==> src/rtl/spi_cfg_pkg.sv <==
// Shared types and constants for the SPI configuration master,
// the SPI register peripheral and their benches.
package spi_cfg_pkg;

    typedef enum logic [2:0] {
        IDLE,
        SETUP,
        LOW,
        HIGH,
        HOLD,
        GAP
    } state_t;

    localparam int unsigned FRAME_BITS = 16;
    localparam int unsigned WRITE_BIT  = 15;

    localparam logic [6:0] ADDR_OUT_7_0  = 7'h00;
    localparam logic [6:0] ADDR_OUT_15_8 = 7'h01;
    localparam logic [6:0] ADDR_PWM_7_0  = 7'h02;
    localparam logic [6:0] ADDR_PWM_15_8 = 7'h03;
    localparam logic [6:0] ADDR_DUTY     = 7'h04;

    function automatic logic [FRAME_BITS-1:0] make_frame(
        input logic [6:0] addr,
        input logic [7:0] data
    );
        logic [FRAME_BITS-1:0] f;
        f = {1'b0, addr, data};
        f[WRITE_BIT] = 1'b1;
        return f;
    endfunction

endpackage

==> src/rtl/spi_cfg_fifo.sv <==
// Synchronous request FIFO with occupancy output.
// A pop in the same cycle lets a push land even when full.
module spi_cfg_fifo #(
    parameter int unsigned DEPTH = 4,
    parameter int unsigned WIDTH = 15
) (
    input  logic                     clk,
    input  logic                     rst_n,
    input  logic                     push,
    input  logic [WIDTH-1:0]         wdata,
    input  logic                     pop,
    output logic [WIDTH-1:0]         rdata,
    output logic                     full,
    output logic                     empty,
    output logic [$clog2(DEPTH):0]   level
);
    localparam int unsigned AW = $clog2(DEPTH);
    localparam int unsigned LW = AW + 1;

    logic [WIDTH-1:0] mem [DEPTH];
    logic [AW-1:0]    wr_ptr;
    logic [AW-1:0]    rd_ptr;
    logic             do_push;
    logic             do_pop;

    assign full    = (level == LW'(DEPTH));
    assign empty   = (level == '0);
    assign do_pop  = pop && !empty;
    assign do_push = push && (!full || do_pop);
    assign rdata   = mem[rd_ptr];

    always_ff @(posedge clk) begin
        if (do_push) begin
            mem[wr_ptr] <= wdata;
        end
    end

    always_ff @(posedge clk or negedge rst_n) begin
        if (!rst_n) begin
            wr_ptr <= '0;
            rd_ptr <= '0;
            level  <= '0;
        end else begin
            if (do_push) begin
                wr_ptr <= wr_ptr + 1'b1;
            end
            if (do_pop) begin
                rd_ptr <= rd_ptr + 1'b1;
            end
            unique case ({do_push, do_pop})
                2'b10:   level <= level + 1'b1;
                2'b01:   level <= level - 1'b1;
                default: level <= level;
            endcase
        end
    end

endmodule

==> src/rtl/spi_cfg_master.sv <==
// SPI write-frame host for the register peripheral; optional boot
// init sequence enabled by SPI_CFG_MASTER_BOOT_INIT_EN.
module spi_cfg_master
    import spi_cfg_pkg::*;
#(
    parameter int unsigned FIFO_DEPTH  = 4,
    parameter int unsigned CLK_DIV     = 4,
    parameter int unsigned GAP_CYCLES  = 4,
    parameter logic [39:0] INIT_VALUES = 40'h0
) (
    input  logic                          clk,
    input  logic                          rst_n,
    input  logic                          req_valid,
    output logic                          req_ready,
    input  logic [6:0]                    req_addr,
    input  logic [7:0]                    req_data,
    output logic                          sclk,
    output logic                          ncs,
    output logic                          copi,
    output logic                          busy,
    output logic                          done,
    output logic [$clog2(FIFO_DEPTH):0]   fifo_level
);
    localparam int unsigned DW = $clog2(CLK_DIV);
    localparam int unsigned GW = $clog2(GAP_CYCLES + 1);
    localparam logic [DW-1:0] DIV_LAST = DW'(CLK_DIV - 1);
    localparam logic [GW-1:0] GAP_LAST = GW'(GAP_CYCLES - 1);

    state_t                state;
    logic [DW-1:0]         div_cnt;
    logic [GW-1:0]         gap_cnt;
    logic [3:0]            bit_cnt;
    logic [FRAME_BITS-1:0] shreg;
    logic [FRAME_BITS-1:0] next_frame;
    logic [FRAME_BITS-1:0] init_frame;
    logic [14:0]           fifo_rdata;
    logic                  fifo_full;
    logic                  fifo_empty;
    logic                  fifo_pop;
    logic                  init_active;
    logic                  div_end;

    spi_cfg_fifo #(
        .DEPTH (FIFO_DEPTH),
        .WIDTH (15)
    ) u_fifo (
        .clk   (clk),
        .rst_n (rst_n),
        .push  (req_valid && req_ready),
        .wdata ({req_addr, req_data}),
        .pop   (fifo_pop),
        .rdata (fifo_rdata),
        .full  (fifo_full),
        .empty (fifo_empty),
        .level (fifo_level)
    );

`ifdef SPI_CFG_MASTER_BOOT_INIT_EN
    logic [2:0] init_idx;

    always_ff @(posedge clk or negedge rst_n) begin
        if (!rst_n) begin
            init_active <= 1'b1;
            init_idx    <= '0;
        end else if (state == IDLE && init_active) begin
            init_idx <= init_idx + 1'b1;
            if (init_idx == 3'd4) begin
                init_active <= 1'b0;
            end
        end
    end

    assign init_frame = make_frame(7'(init_idx), INIT_VALUES[8*init_idx +: 8]);
`else
    logic unused_init;

    assign init_active = 1'b0;
    assign init_frame  = '0;
    assign unused_init = ^INIT_VALUES;
`endif

    assign req_ready  = !fifo_full;
    assign fifo_pop   = (state == IDLE) && !init_active && !fifo_empty;
    assign busy       = (state != IDLE) || !fifo_empty || init_active;
    assign div_end    = (div_cnt == DIV_LAST);
    assign next_frame = init_active ? init_frame
                                    : make_frame(fifo_rdata[14:8], fifo_rdata[7:0]);

    always_ff @(posedge clk or negedge rst_n) begin
        if (!rst_n) begin
            state   <= IDLE;
            sclk    <= 1'b0;
            ncs     <= 1'b1;
            copi    <= 1'b0;
            done    <= 1'b0;
            div_cnt <= '0;
            gap_cnt <= '0;
            bit_cnt <= '0;
            shreg   <= '0;
        end else begin
            done <= 1'b0;
            unique case (state)
                IDLE: begin
                    if (init_active || !fifo_empty) begin
                        shreg   <= next_frame;
                        copi    <= next_frame[FRAME_BITS-1];
                        ncs     <= 1'b0;
                        div_cnt <= '0;
                        bit_cnt <= '0;
                        state   <= SETUP;
                    end
                end
                SETUP: begin
                    if (div_end) begin
                        div_cnt <= '0;
                        sclk    <= 1'b1;
                        state   <= HIGH;
                    end else begin
                        div_cnt <= div_cnt + 1'b1;
                    end
                end
                HIGH: begin
                    if (div_end) begin
                        div_cnt <= '0;
                        sclk    <= 1'b0;
                        bit_cnt <= bit_cnt + 1'b1;
                        if (bit_cnt == 4'd15) begin
                            state <= HOLD;
                        end else begin
                            // next bit goes out while sclk falls
                            shreg <= {shreg[FRAME_BITS-2:0], 1'b0};
                            copi  <= shreg[FRAME_BITS-2];
                            state <= LOW;
                        end
                    end else begin
                        div_cnt <= div_cnt + 1'b1;
                    end
                end
                LOW: begin
                    if (div_end) begin
                        div_cnt <= '0;
                        sclk    <= 1'b1;
                        state   <= HIGH;
                    end else begin
                        div_cnt <= div_cnt + 1'b1;
                    end
                end
                HOLD: begin
                    if (div_end) begin
                        div_cnt <= '0;
                        ncs     <= 1'b1;
                        done    <= 1'b1;
                        copi    <= 1'b0;
                        gap_cnt <= '0;
                        state   <= GAP;
                    end else begin
                        div_cnt <= div_cnt + 1'b1;
                    end
                end
                GAP: begin
                    if (gap_cnt == GAP_LAST) begin
                        state <= IDLE;
                    end else begin
                        gap_cnt <= gap_cnt + 1'b1;
                    end
                end
                default: state <= IDLE;
            endcase
        end
    end

endmodule

==> config.mk <==
export PLATFORM = sky130hd
export DESIGN_NAME = spi_cfg_master
export DESIGN_NICKNAME = d
export VERILOG_FILES = /design/src/rtl/spi_cfg_pkg.sv /design/src/rtl/spi_cfg_fifo.sv /design/src/rtl/spi_cfg_master.sv
export SDC_FILE = /design/constraint.sdc
export NUM_CORES = 1
export LEC_CHECK = 0
export CAP_MARGIN = 20
export CORE_UTILIZATION = 55
export CTS_CLUSTER_DIAMETER = 60
export DETAILED_ROUTE_END_ITERATION = 6
export PLACE_DENSITY = 0.75
export RECOVER_POWER = 100
export SETUP_SLACK_MARGIN = 0.4
export SYNTH_ARGS = -nofsm -noshare
export SYNTH_HDL_FRONTEND = slang
export SYNTH_SLANG_ARGS = --single-unit
==> constraint.sdc <==
create_clock -name clk -period 3.09 [get_ports clk]
set_input_delay 0.618 -clock clk [delete_from_list [all_inputs] [get_ports clk]]
set_output_delay 0.618 -clock clk [all_outputs]
set_load 0.02 [all_outputs]
* Word-level counts from Yosys, hierarchy flattened
Memory sizes are Yosys's and may differ from the RTL's.
Index checks and enable logic that the tools add are counted.
** Word-level totals
- Bits in registers :: 38
- Bits in writable memories :: 60
- Word-level logic and storage cells :: 100
- Memories :: 1
** Memory list
- u_fifo.mem :: words 4, bits a word 15, rd ports 1, clocked after Yosys merged registers in 0, write ports 1, line spi_cfg_fifo.sv:20 : logic [WIDTH-1:0] mem [DEPTH];
** Operators by class
- Add/sub/neg operators :: 7
- Equality and inequality tests :: 18
- Mux-type cells :: 34
- Reductions and logical operators :: 28
** Operators with widths (number)
- 15-bit two-way mux :: 3
- 15-bit one-hot mux with 2 select lines :: 1
- 3-bit two-way mux :: 8
- 3-bit one-hot mux with 5 select lines :: 1
- 2-bit != test (second input constant) :: 6
- 3-bit one-hot mux with 2 select lines :: 2
- 3-bit AND reduction :: 4
- 2-bit nonzero test :: 6
- 1-bit two-way mux :: 10
- 5-bit AND reduction :: 2
- 3-bit by 2-bit equality test with 1-bit output (second input constant) :: 3
- 3-bit equality test (second input constant) :: 3
- 4-bit two-way mux :: 2
- 4-bit one-hot mux with 2 select lines :: 1
- 2-bit by 1-bit adder with 2-bit output (second input constant) :: 3
- 3-bit by 1-bit adder with 3-bit output (second input constant) :: 2
- 3-bit zero test :: 2
- 3-bit nonzero test :: 2
- 4-bit by 1-bit adder with 4-bit output (second input constant) :: 1
- 2-bit equality test (second input constant) :: 2
- 4-bit equality test (second input constant) :: 1
- 1-bit logical AND :: 4
- 2-bit two-way mux :: 2
- 1-bit one-hot mux with 2 select lines :: 2
- 12 further kinds :: 14

* Logic depth before layout (Yosys ltp)
- Depth after elaboration :: 8
- Depth in mapped cells :: 11
- Gate-level depth less buffers :: 10

* Hierarchy
Synthesis repeated with hierarchy kept, for this count alone.
** Unflattened totals
- Cell total of the unflattened synthesis :: 266
- Area total of the unflattened synthesis :: 4317.9 µm²
** By module, submodules not included
- spi_cfg_fifo :: times used 1, cells each 117, area an instance 2598.7 µm², sequential area each 1976.9 µm²
- spi_cfg_master :: times used 1, cells each 149, area an instance 1719.1 µm², sequential area each 777.0 µm²

* Worst setup path after synthesis
OpenSTA, ideal clock, no wires.
- Path type :: register -> register
- Start :: reg u_fifo.level[0]
- End :: reg u_fifo.level[2]
- Library setup time :: 0.080 ns
- Arrival :: 2.312 ns
- Data required time :: 3.010 ns
- Slack :: 0.698 ns
- Cell stages (with the launch flop) :: 12
- Buffers on the path :: 2
- Period minus slack after synthesis :: 2.392 ns
- Cell sequence :: dfrtp_1 nor3_1 or4_4 clkinv_2 buf_6 buf_8 ha_1 inv_1 fa_1 xor2_1 nor2_1 xor2_1
** On the way
- Cells in the longest elaborated chain, start to end :: 8
** RTL lines
- from (decl) :: line spi_cfg_fifo.sv:15 : output logic [$clog2(DEPTH):0] level
- from (signal assigned) :: line spi_cfg_fifo.sv:51 : 2'b10: level <= level + 1'b1;
- from (signal assigned) :: line spi_cfg_fifo.sv:52 : 2'b01: level <= level - 1'b1;
- from (signal assigned) :: line spi_cfg_fifo.sv:53 : default: level <= level;
- 3-bit zero test (*) :: line spi_cfg_fifo.sv:27 : assign empty = (level == '0);
- 1-bit zero test (*) :: line spi_cfg_fifo.sv:28, spi_cfg_master.sv:83
- 1-bit logical AND :: line spi_cfg_master.sv:83 : assign fifo_pop = (state == IDLE) && !init_active && !fifo_empty;
- 1-bit logical AND (*) :: line spi_cfg_fifo.sv:28 : assign do_pop = pop && !empty;
- via u_fifo.do_pop :: line spi_cfg_fifo.sv:24 : logic do_pop;
- 1-bit logical OR :: line spi_cfg_fifo.sv:29 : assign do_push = push && (!full || do_pop);
- 1-bit logical AND :: line spi_cfg_fifo.sv:29
- 2-bit by 1-bit equality test with 1-bit output / 2-bit equality test (equally long branches) :: line spi_cfg_fifo.sv:50 : unique case ({do_push, do_pop})
- 3-bit one-hot mux with 2 select lines / 2-bit nonzero test (equally long branches)
The timed path passes the listed nets; every way through them passes the cells marked *.
A chain may end at the register's enable or synchronous reset.

* Worst setup path after layout
- Start :: reg state[2]
- End :: out busy
** On the way
- Cells in the longest elaborated chain, start to end :: 2
** RTL lines
- from (decl) :: line spi_cfg_master.sv:29 : state_t state;
- from (signal assigned) :: line spi_cfg_master.sv:91 : state <= IDLE;
- from (signal assigned) :: line spi_cfg_master.sv:110 : state <= SETUP;
- from (signal assigned) :: line spi_cfg_master.sv:117 : state <= HIGH;
- 3-bit nonzero test :: line spi_cfg_master.sv:84 : assign busy = (state != IDLE) || !fifo_empty || init_active;
- 1-bit logical OR :: line spi_cfg_master.sv:84
- to (decl) :: line spi_cfg_master.sv:20 : output logic busy,
Every way passes these cells.

==> flow_summary_export.csv <==
group,metric,value,unit
status,outcome,"complete, but fails checks",
status,violations,"capacitance limit, slew limit",
synth,synth.avg_cell_area,14.66,sq um
cells_and_area,nFillCells,521,
critical_path,worstPathMaxFanout,18,
critical_path,crit_arrival,1980,ps
cells_and_area,area_growth_syn_to_layout,10.69,%
global_routing,grt_pass1_vias,2299,
synth,synth_edf_count,60,
floorplan,design.core.area,7331,sq um
timing,max-slew-margin-rel,-34.11,%
critical_path,reg2reg_from,"state[2]$_DFFE_PN0P_",
synth,synth_seq_area_share,65.00,%
clock_network,h-tree-depth,3,
global_routing,grt_max_degree,39,
cells_and_area,drive_gt1_share,15.31,%
timing,drv_slew,39,
timing,setup_viol,0,
timing,timing.hold.ws,499.4,ps
floorplan,rows,31,
critical_path,cp-end-kind,"output pin",
synth,synth_area_leaders,"edfxtp_1 43%, dfrtp_1 22%, mux4_2 8.0%",
flow_run,cap_violations,1,
drt,dr_total_vias,2355,
critical_path,crit_type,"flop to output pin",
critical_path,worstReg2RegEnd,"u_fifo.level[2]$_DFFE_PN0P_",
synth,ys_types,47,
floorplan,dieArea,8058,sq um
place,gp_congestion,0.7387,
global_routing,grt_pass1_wl,11530,um
timing,hold_violations,0,
critical_path,crit_required,2470,ps
clock_network,cts-buffers-inserted,9,
floorplan,die_h,89.77,um
synth,synth_top_area_share,42.53,%
clock_network,cts_setup_buffers,0,
hold_path,hp-class,"flop to flop",
critical_path,reg2reg_depth,8,
place,place_area,4533,sq um
clock_network,clockBufferDepth,2,
cells_and_area,antenna_cells,0,
drt,drtIter0Drc,150,
pwr,power_density,610.5,nW/um^2
synth,synth_flop_cell,"edfxtp_1",
clock_network,cts_tree,"yes",
floorplan,start_util,57.79,%
critical_path,ff2ff_setup_slack,540,ps
timing,setup_tns,0,ps
drt,ant_nets,0,
synth,yosysTopAreaCell,"edfxtp_1",
critical_path,crit_path_start_kind,"flop",
hold_path,min_from,"bit_cnt[3]$_DFFE_PN0P_",
synth,synth_async_sr_flop_share,38.78,%
clock_network,clock_latency,360,ps
floorplan,die_x,89.77,um
timing,fmax,384.5,MHz
synth,yosysWarnings,0,
cells_and_area,fin_area,4690,sq um
synth,synthTopCellsByCount,"60 x edfxtp_1, 37 x dfrtp_1, 35 x nor2_1, 20 x nor3_1",
place,portBuffers,26,
synth,synth_cells,289,
drt,drt-total-wl,6756,um
timing,worstMarginPinSlew,2012,ps
timing,fin_crit_sh,84.16,%
place,dp_hpwl,4322,um
hold_path,hold_depth,1,
timing,final.setup_skew,12.18,ps
drt,drc,0,
floorplan,ios,27,
clock_network,clkTransAtPathRegs,100,ps
cells_and_area,nNetsFinal,343,
pwr,vdd_drop_max,0.5270,mV
hold_path,hold_path_end,"bit_cnt[3]$_DFFE_PN0P_",
synth,syn_nets,317,
synth,yosysMostFrequentCell,"edfxtp_1",
clock_network,clock-sinks,98,
synth,ys_seq_elements,98,
clock_network,cts-root-buf,"clkbuf_8",
timing,rsz0062_at_grt,"no",
global_routing,antenna_found_initial,0,
global_routing,grtUsageTotal,18.56,%
pwr,p_leak,1.802,nW
global_routing,grt_overflow,0,
synth,synth_area,4237,sq um
drt,via_per_inst,5.621,
drt,wl_per_cell,16.12,um
timing,fin_crit,2600,ps
drt,dr.pass1.iters,4,
-- worst max-delay path by stage --
stage                                   to  cells past startpoint  slack [ps]                         from
2_1_floorplan  u_fifo.level[2]$_DFFE_PN0P_                     11         700  u_fifo.level[0]$_DFFE_PN0P_
3_3_place_gp   u_fifo.level[2]$_DFFE_PN0P_                      8         720         state[0]$_DFFE_PN0P_
3_5_place_dp   u_fifo.level[2]$_DFFE_PN0P_                      8         640         state[0]$_DFFE_PN0P_
4_1_cts                               busy                      3         430         state[2]$_DFFE_PN0P_
5_1_grt                               busy                      3         370         state[2]$_DFFE_PN0P_
6_report                              busy                      3         490         state[2]$_DFFE_PN0P_
-- kinds of logic after synthesis --
family	after synthesis	synth area share, %
buffers and inverters	25	3.750
AO/OA/AOI/OAI	24	3.839
AND/OR/NAND/NOR	105	13.53
flip-flops	98	65.00
multiplexers	20	9.303
adder cells (fa/ha/maj)	10	3.131
XOR/XNOR	7	1.447
-- cell type report --
class                           instances  area [sq um]  share of cell area, %
Multi-Input combinational cell        166          1313                  27.99
Timing Repair Buffer                   32         284.0                  6.057
Inverter                                8         31.28                 0.6670
Sequential cell                        98          2754                  58.72
Clock buffer                            9         123.9                  2.641
Clock inverter                          7         60.06                  1.281
Tap cell                               99         123.9                  2.641
-- stage by stage --
step                      util, %  worst slack (ps)  power (mW)  cells
final                       63.97             489.5       2.863    419
after CTS                   64.43             434.6       2.905    419
after detailed placement    61.84             641.5       2.150    403
after global placement      61.84             716.8       2.131    403
after global routing        63.97             371.6       2.999    419
after floorplan                 -             698.2       1.942    289
-- worst max-delay path, cell delays in order (launching register included) --
cell and delay, ps:
dfrtp_1 580, nor4_4 410, nand2_1 90, clkdlybuf4s50_1 550
-- power breakdown --
group	internal, mW	total [mW]	switching, mW
clock network	0.307	0.760	0.453
registers	1.61	1.68	0.0775
logic	0.170	0.419	0.249
-- per-layer routing --
layer,track usage (%),routed length [um],share of wire [%],vias up
met2,29.36,3370,50,61
met1,25.12,2966,44,1178
met4,5.874,72,1.1,0
met5,0,0,0,-
li1,-,-,-,1111
met3,5.245,346,5.1,5
-- registers in the layout, indices dropped and copies added, names as in the netlist --
register and count:
u_fifo.mem 60, shreg 15, bit_cnt 4, gap_cnt 3
state 3, u_fifo.level 3, div_cnt 2, u_fifo.rd_ptr 2
u_fifo.wr_ptr 2, copi 1, done 1, ncs 1
sclk 1
-- cells in the final DEF (no fill, tap or decap), types with 7 or more instances in the layout --
cell type / instances
edfxtp_1: 60
dfrtp_1: 37
nor2_1: 35
nor3_1: 24
dlygate4sd3_1: 23
nand2_1: 15
mux4_2: 15
nor3_2: 9
ha_1: 9
clkbuf_8: 9
inv_1: 7
-- what timing repair did --
item	CTS	global route
hold buffers	0	0
resized for setup	1	3
endpoints found under the setup margin	1	1
Note: power is estimated with default switching activity, not from simulation.
